--- src/rtl/dht11_pkg.sv ---
// Shared DHT11 definitions: FSM encoding, frame layout and default timing in microseconds.
// Timing defaults are also used by the start-signal stage.
package dht11_pkg;

  localparam int FRAME_BITS = 40;

  // Byte positions within the 40-bit frame, counted from the LSB byte
  localparam int BYTE_HUM_INT  = 4;
  localparam int BYTE_HUM_DEC  = 3;
  localparam int BYTE_TEMP_INT = 2;
  localparam int BYTE_TEMP_DEC = 1;
  localparam int BYTE_CSUM     = 0;

  localparam int DEF_CLK_PER_US     = 1;
  localparam int DEF_BIT1_THRESH_US = 40;
  localparam int DEF_TIMEOUT_US     = 200;

  localparam logic [2:0] ST_IDLE      = 3'd0;
  localparam logic [2:0] ST_WAIT_RESP = 3'd1;
  localparam logic [2:0] ST_RESP_LOW  = 3'd2;
  localparam logic [2:0] ST_RESP_HIGH = 3'd3;
  localparam logic [2:0] ST_BIT_LOW   = 3'd4;
  localparam logic [2:0] ST_BIT_HIGH  = 3'd5;
  localparam logic [2:0] ST_CHECK     = 3'd6;

  typedef enum logic [2:0] {
    S_IDLE      = ST_IDLE,
    S_WAIT_RESP = ST_WAIT_RESP,
    S_RESP_LOW  = ST_RESP_LOW,
    S_RESP_HIGH = ST_RESP_HIGH,
    S_BIT_LOW   = ST_BIT_LOW,
    S_BIT_HIGH  = ST_BIT_HIGH,
    S_CHECK     = ST_CHECK
  } state_t;

  function automatic logic [7:0] frame_sum(input logic [39:0] f);
    return f[39:32] + f[31:24] + f[23:16] + f[15:8];
  endfunction

endpackage

--- src/rtl/dht11_edge_sync.sv ---
// 2-FF synchronizer plus registered rise/fall pulses; pulses appear 3 cycles after the pin edge.
// Line idles high (pull-up), so reset preloads ones to avoid a spurious edge.
module dht11_edge_sync (
  input  logic clk,
  input  logic rst,
  input  logic i_din,
  output logic o_level,
  output logic o_rise,
  output logic o_fall
);

  logic r_meta;
  logic r_sync;
  logic r_prev;
  logic r_rise;
  logic r_fall;

  always_ff @(posedge clk or posedge rst) begin
    if (rst) begin
      r_meta <= 1'b1;
      r_sync <= 1'b1;
      r_prev <= 1'b1;
      r_rise <= 1'b0;
      r_fall <= 1'b0;
    end else begin
      r_meta <= i_din;
      r_sync <= r_meta;
      r_prev <= r_sync;
      r_rise <= r_sync & ~r_prev;
      r_fall <= ~r_sync & r_prev;
    end
  end

  assign o_level = r_sync;
  assign o_rise  = r_rise;
  assign o_fall  = r_fall;

endmodule

--- src/rtl/dht11_receiver.sv ---
// DHT11 response/bit decoder: times line phases, shifts 40 bits, strobes valid/checksum_err/timeout
// the cycle after CHECK; no backpressure. Checksum test enabled by `DHT11_CHECKSUM_EN.
module dht11_receiver
  import dht11_pkg::*;
#(
  parameter int CLK_PER_US     = DEF_CLK_PER_US,
  parameter int BIT1_THRESH_US = DEF_BIT1_THRESH_US,
  parameter int TIMEOUT_US     = DEF_TIMEOUT_US
) (
  input  logic       clk,
  input  logic       rst,
  input  logic       start,
  input  logic       dht11_data,
  output logic [7:0] hum_int,
  output logic [7:0] hum_dec,
  output logic [7:0] temp_int,
  output logic [7:0] temp_dec,
  output logic       valid,
  output logic       checksum_err,
  output logic       timeout,
  output logic       busy
);

  localparam int LIMIT  = TIMEOUT_US * CLK_PER_US;
  localparam int THRESH = BIT1_THRESH_US * CLK_PER_US;
  localparam int CNT_W  = $clog2(LIMIT + 1);

  state_t            r_state;
  state_t            w_next;
  logic [CNT_W-1:0]  r_cnt;
  logic [CNT_W:0]    w_len;
  logic [5:0]        r_bitcnt;
  logic [39:0]       r_shift;
  logic [7:0]        r_hum_int;
  logic [7:0]        r_hum_dec;
  logic [7:0]        r_temp_int;
  logic [7:0]        r_temp_dec;
  logic              r_valid;
  logic              r_timeout;
  logic              w_level;
  logic              w_unused_level;
  logic              w_rise;
  logic              w_fall;
  logic              w_edge;
  logic              w_sat;
  logic              w_bit;
  logic              w_timeout;
  logic              w_csum_ok;

  dht11_edge_sync u_sync (
    .clk     (clk),
    .rst     (rst),
    .i_din   (dht11_data),
    .o_level (w_level),
    .o_rise  (w_rise),
    .o_fall  (w_fall)
  );

  assign w_unused_level = w_level;
  assign w_edge = w_rise | w_fall;
  assign w_sat  = (r_cnt == CNT_W'(LIMIT));
  // r_cnt excludes the edge cycle itself, so add it back to get the true high time
  assign w_len  = {1'b0, r_cnt} + (CNT_W+1)'(1);
  assign w_bit  = (w_len >= (CNT_W+1)'(THRESH));

`ifdef DHT11_CHECKSUM_EN
  assign w_csum_ok = (frame_sum(r_shift) == r_shift[BYTE_CSUM*8 +: 8]);
`else
  assign w_csum_ok = 1'b1;
`endif

  always_comb begin
    w_next    = r_state;
    w_timeout = 1'b0;
    case (r_state)
      S_IDLE:      if (start)  w_next = S_WAIT_RESP;
      S_WAIT_RESP: if (w_fall) w_next = S_RESP_LOW;
      S_RESP_LOW:  if (w_rise) w_next = S_RESP_HIGH;
      S_RESP_HIGH: if (w_fall) w_next = S_BIT_LOW;
      S_BIT_LOW:   if (w_rise) w_next = S_BIT_HIGH;
      S_BIT_HIGH:
        if (w_fall) w_next = (r_bitcnt == 6'(FRAME_BITS - 1)) ? S_CHECK : S_BIT_LOW;
      S_CHECK:     w_next = S_IDLE;
      default:     w_next = S_IDLE;
    endcase
    if (r_state != S_IDLE && w_sat && !w_edge) begin
      w_next    = S_IDLE;
      w_timeout = 1'b1;
    end
  end

  always_ff @(posedge clk or posedge rst) begin
    if (rst) begin
      r_state <= S_IDLE;
      r_cnt   <= '0;
    end else begin
      r_state <= w_next;
      if (r_state == S_IDLE || w_edge || w_next != r_state) r_cnt <= '0;
      else if (!w_sat) r_cnt <= r_cnt + CNT_W'(1);
    end
  end

  always_ff @(posedge clk or posedge rst) begin
    if (rst) begin
      r_bitcnt <= '0;
      r_shift  <= '0;
    end else if (r_state == S_IDLE && start) begin
      r_bitcnt <= '0;
      r_shift  <= '0;
    end else if (r_state == S_BIT_HIGH && w_fall) begin
      r_bitcnt <= r_bitcnt + 6'd1;
      r_shift  <= {r_shift[38:0], w_bit};
    end
  end

  always_ff @(posedge clk or posedge rst) begin
    if (rst) begin
      r_hum_int  <= '0;
      r_hum_dec  <= '0;
      r_temp_int <= '0;
      r_temp_dec <= '0;
      r_valid    <= 1'b0;
      r_timeout  <= 1'b0;
    end else begin
      r_valid   <= 1'b0;
      r_timeout <= w_timeout;
      if (r_state == S_CHECK && w_csum_ok) begin
        r_hum_int  <= r_shift[BYTE_HUM_INT*8 +: 8];
        r_hum_dec  <= r_shift[BYTE_HUM_DEC*8 +: 8];
        r_temp_int <= r_shift[BYTE_TEMP_INT*8 +: 8];
        r_temp_dec <= r_shift[BYTE_TEMP_DEC*8 +: 8];
        r_valid    <= 1'b1;
      end
    end
  end

`ifdef DHT11_CHECKSUM_EN
  logic r_cerr;
  always_ff @(posedge clk or posedge rst) begin
    if (rst) r_cerr <= 1'b0;
    else     r_cerr <= (r_state == S_CHECK) && !w_csum_ok;
  end
  assign checksum_err = r_cerr;
`else
  assign checksum_err = 1'b0;
`endif

  assign hum_int  = r_hum_int;
  assign hum_dec  = r_hum_dec;
  assign temp_int = r_temp_int;
  assign temp_dec = r_temp_dec;
  assign valid    = r_valid;
  assign timeout  = r_timeout;
  assign busy     = (r_state != S_IDLE);

endmodule

--- config.mk ---
export PLATFORM = sky130hd
export DESIGN_NAME = dht11_receiver
export DESIGN_NICKNAME = d
export VERILOG_FILES = /design/src/rtl/dht11_pkg.sv /design/src/rtl/dht11_edge_sync.sv /design/src/rtl/dht11_receiver.sv
export SDC_FILE = /design/constraint.sdc
export NUM_CORES = 1
export LEC_CHECK = 0
export ABC_AREA = 1
export CORE_UTILIZATION = 55
export DETAILED_ROUTE_END_ITERATION = 6
export PLACE_DENSITY = 0.83
export SYNTH_ARGS = -nofsm -noshare
export SYNTH_HDL_FRONTEND = slang
export SYNTH_HIERARCHICAL = 1
export SYNTH_SLANG_ARGS = --single-unit
--- constraint.sdc ---
create_clock -name clk -period 8.45 [get_ports clk]
set_clock_uncertainty 0.1 [all_clocks]
set_input_delay 1.2675 -clock clk [delete_from_list [all_inputs] [get_ports clk]]
set_output_delay 1.2675 -clock clk [all_outputs]
set_load 0.02 [all_outputs]
* After elaboration in Yosys (flattened, before gate mapping)
Cells that the tools add are included.
Storage, ports and cells: flip-flop bits (word level) 96, output and inout port bits 36
Cells by class: add/sub/neg operators 3, magnitude comparators 1, equality and inequality tests 10, muxes and demuxes 17, bitwise logic cells 5, reduce and logical (&&, ||, !) cells 10
Operators by type and width (number):
- 40-bit two-way mux | 2
- 3-bit two-way mux | 7
- 3-bit case mux with 6 select lines | 1
- 8-bit two-way mux | 2
- 6-bit two-way mux | 2
- 8-bit by 1-bit adder with 9-bit output, second input constant | 1
- 3-bit equality test, second input constant | 3
- 9-bit by 6-bit greater-or-equal comparator with 1-bit output, second input constant | 1
- 8-bit by 1-bit adder with 8-bit output, second input constant | 1
- 8-bit equality test, second input constant | 1
- 6-bit by 1-bit adder with 6-bit output, second input constant | 1
- 3-bit by 2-bit equality test with 1-bit output, second input constant | 2
- 6-bit equality test, second input constant | 1
- 1-bit logical AND | 4
- 3-bit by 1-bit equality test with 1-bit output, second input constant | 1
- 3-bit zero test | 1
- 3-bit != test | 1
- 3-bit nonzero test | 1
- 1-bit bitwise AND | 2
- 1-bit logical OR | 2
- 1-bit two-way mux | 2
- 2-bit two-way mux | 1
- 2-bit by 1-bit != test with 1-bit output, second input constant | 1
- 1-bit inverter | 2
- 3 further kinds | 3

* Logic depth before layout (Yosys ltp)
depth after elaboration 8, gate-level depth with buffers 12, gate-level depth less buffers 12

* By module
Netlist, hierarchy kept.
By module, submodules not included:
- dht11_receiver | times used 1, cells an instance 399, area each 3739.8 um^2, sequential area each 2277.2 um^2
- dht11_edge_sync | times used 1, cells an instance 10, area each 147.6 um^2, sequential area each 128.9 um^2

* Worst setup path after synthesis
Ideal clock, no wire load.
path type input port to flip-flop, start point input start, end point register r_bitcnt[5], arrival 1898 ps, required time 8233 ps, setup slack 6335 ps, stages 7, path buffers 0, cells stage by stage nand3_2 > nand2_2 > nand4_1 > nor2_1 > nand2_1 > nand2_1 > nor2_1
On the way: longest elaborated chain between the ends 2
RTL lines:
- start, declared | RTL line dht11_receiver.sv:12 | input logic start,
- 1-bit logical AND (*) | RTL line dht11_receiver.sv:107 | end else if (r_state == S_IDLE && start) begin
- 6-bit two-way mux or 2-bit nonzero test (tied branches)
- end signal, assigned | RTL line dht11_receiver.sv:111 | r_bitcnt <= r_bitcnt + 6'd1;
- end, declared | RTL line dht11_receiver.sv:32 | logic [5:0] r_bitcnt;
Mark *: on every way between the ends. The rest lies on a longest branch, timed or not. A chain may end at the register's enable or synchronous reset.

* Final worst setup path
start point register r_state[0], end point output busy
On the way: longest elaborated chain between the ends 1
RTL lines:
- start, declared | RTL line dht11_receiver.sv:28 | state_t r_state;
- start signal, assigned | RTL line dht11_receiver.sv:97 | r_state <= w_next;
- 3-bit nonzero test | RTL line dht11_receiver.sv:154 | assign busy = (r_state != S_IDLE);
- end, declared | RTL line dht11_receiver.sv:21 | output logic busy
No other way between the ends.

==> metrics.cfg <==
[clock_network]
cts_tree=done
cts_max_path_buffers=2
cts_setup_buffers=0
htreeDepth=3
clock-root-buffer=clkbuf_8
insertion_delay_ns=0.37
numCtsBuffers=9
clk_pin_slew_ns=0.09
cts_resized=0
cts_sinks=96
cts_hold_buf=0

[setup_path]
worstSetupStartpointType=register
slowest_delay_ns=0.61
worst-r2r-cell-count=9
critPathSlowestCell=clkdlybuf4s50_1
arrival_ns=1.69
crit_path_end_kind=primary output
worstPathRequired_ns=7.08
critPathMaxFanout=9
worstPathCellList=nor2_2, nand2_2, clkdlybuf4s50_1
rrSetupSlack_ns=6.14
critPathKind=register to primary output

[die]
initial_core_util_pct=57.2
fp.dieH_um=86.1
num_rows=30
core_area_mm2=0.00679
die_x_um=86.1
die_area_mm2=0.00741
num_io_pins=40

[cells_and_area]
layout.cells.non_filler=543
diodes=0
drive_gt1_share_pct=8.28
fin_area_mm2=0.00452
finalNetCount=449
area.growth.synth_to_final_pct=16.4
fillCellCount=522

[placement]
placed_cell_area_mm2=0.00431
place.port_buffers=38
dp_cells=527
place_congestion=0.857
place_ws_ns=5.14
hpwl_um=4200

[synthesis]
synthSimpleGateAreaFrac_pct=15.4
synthCells=409
synth_top_area_share_pct=59.9
synthMuxAreaShare_pct=0
syn_area_per_cell_um2=9.50
synth-xor-area-share_pct=0.901
synth_top_family_by_area=simple AND/OR/NAND/NOR gates
synth_fa_ha_area_share_pct=0.966
synth.distinct_cells=29
ys_seq_area_share_pct=61.9
synth.area.top_cells=dfrtp_1 (60%), nand2_1 (7.3%), inv_1 (6.8%)
synth_compound_area_share_pct=11.3
yosys_register_bits=96
synth_top_cell_by_area=dfrtp_1
synth_warnings=6
syn_nets=416
netlist_area_mm2=0.00389

[min_path]
holdCritPathClass=register to register
min_path_cells=0

[timing]
report.final.slew_viol_count=0
clock.fmax_mhz=327
period_needed_ns=3.05
hold_violations=0
rsz0062_at_grt=false
slew_headroom_pct=27.2
worst_pin_slew_ns=1.09
worst_slack_ns=5.40
setup_viol=0
fin_tns_setup_ns=0
fin_crit_sh_pct=36.1

[routing]
drt_iter0_drc=153
drt-total-wl_um=6440
drc=0
vias_per_cell=5.08
routedWlPerCell_um=11.9
antenna_left=0
dr.pass1.iters=5
vias=2757

[pwr]
leakage_nw=2.11
p_int_w=0.000720
p_sw_share_pct=32.7
powerDensity_mw_per_mm2=237
ir_drop_mv=0.190
p_clk_share_pct=28.9
p_sw_w=0.000350
comb_power_share_pct=22.3
pwr-share-seq_pct=48.8

[global_routing]
grt_pass1_vias=2598
grt_max_degree=92
antenna_found_initial=0
grt_overflow=0
groute.usage.overall_pct=20.1
grt_first_pass_wirelength_um=11400

[flow_run]
maxCapViolations=0

[status]
status=completed

cell usage after synthesis (all sizes together):
library cell and n:
dfrtp 93, nand2 81, inv 73, o22ai 37
o21ai 36, nor2 30, nand3 18, buf 12
clkbuf 6, a21oi 4, dfstp 3, ha 3
nand4 3, xor2 3, nor3 2, a22o 1
conb 1, nand3b 1, nor3b 1, xnor2 1
per-layer routing:
| layer | global-route usage [%] | vias up | share of wire, % |
|---|---|---|---|
| li1 | - | 1362 | - |
| met1 | 27.6 | 1309 | 48 |
| met2 | 30.2 | 73 | 45 |
| met3 | 6.16 | 13 | 4.4 |
| met4 | 8.18 | 0 | 2.0 |
| met5 | 0 | - | 0 |
cell usage in the layout (no fill, tap or decap), drive strengths merged:
cell type	count
buf	2
xnor2	1
nand3	18
nor2	30
o22ai	37
clkbuf	9
clkdlybuf4s50	38
xor2	3
nand4	3
nand3b	1
o21ai	36
conb	1
bufinv	1
nand2	81
ha	3
a21oi	4
nor3b	1
nor3	2
dfrtp	93
a22o	1
clkinv	4
dfstp	3
inv	75
final timing paths:
| check | end | from |
|---|---|---|
| worst max register to register | r_bitcnt[5] | r_state[1] |
| worst min-delay path | u_sync/o_level | u_sync/r_meta |
| worst min register to register | u_sync/o_level | u_sync/r_meta |
| max in group asynchronous | hum_int[0] | rst |
| worst max-delay path | busy | r_state[0] |
| min in group asynchronous | u_sync/o_rise | rst |
metrics by stage:
| step | power (W) | hold slack [ns] | utilization [%] |
|---|---|---|---|
| floorplan | 0.000703 | 0.245 | - |
| global placement | 0.000761 | 0.248 | 63.5 |
| detailed placement | 0.000771 | 0.250 | 63.5 |
| CTS | 0.00108 | 0.268 | 66.6 |
| global route | 0.00113 | 0.272 | 66.6 |
| finish | 0.00107 | 0.264 | 66.6 |
cell type report:
type / count / area (um^2) / share of cell area (%)
tap: 96 / 120 / 2.65
sequential: 96 / 2410 / 53.2
inverter: 73 / 275 / 6.08
clock buffer: 9 / 124 / 2.74
clock inverter: 7 / 87.6 / 1.94
timing repair buffer: 40 / 395 / 8.74
multi-input combinational: 222 / 1120 / 24.7
worst max-delay path, delay by kind of cell, from the launching register on:
family / cells / cell delay [ns]
buffers and inverters: 1 / 0.61
and+or+nand+nor: 2 / 0.19
DFF: 1 / 0.53
sequential cells by signal, indices dropped and copies added, names as in the netlist:
signal and flops:
hum_dec 8, hum_int 8, r_bitcnt 6, r_cnt 8, r_shift 40, r_state 3, temp_dec 8, temp_int 8
timeout 1, u_sync/o_fall 1, u_sync/o_level 1, u_sync/o_rise 1, u_sync/r_meta 1, u_sync/r_prev 1, valid 1
cells by family after synthesis:
| kind of cell | Yosys count |
|---|---|
| simple gates | 136 |
| fa+ha+maj | 3 |
| flops | 96 |
| compound gates | 78 |
| other cells | 1 |
| buf+inv | 91 |
| xor+xnor | 4 |
power groups by stage:
| stage | combinational, W | clock, W | sequential [W] |
|---|---|---|---|
| after floorplan | 0.000159 | 0 | 0.000543 |
| after CTS | 0.000241 | 0.000319 | 0.000521 |
| after global placement | 0.000232 | 0 | 0.000529 |
| after detailed placement | 0.000240 | 0 | 0.000530 |
| final | 0.000239 | 0.000310 | 0.000522 |
| after global routing | 0.000265 | 0.000337 | 0.000526 |
Note: power is estimated with default switching activity, not from simulation.
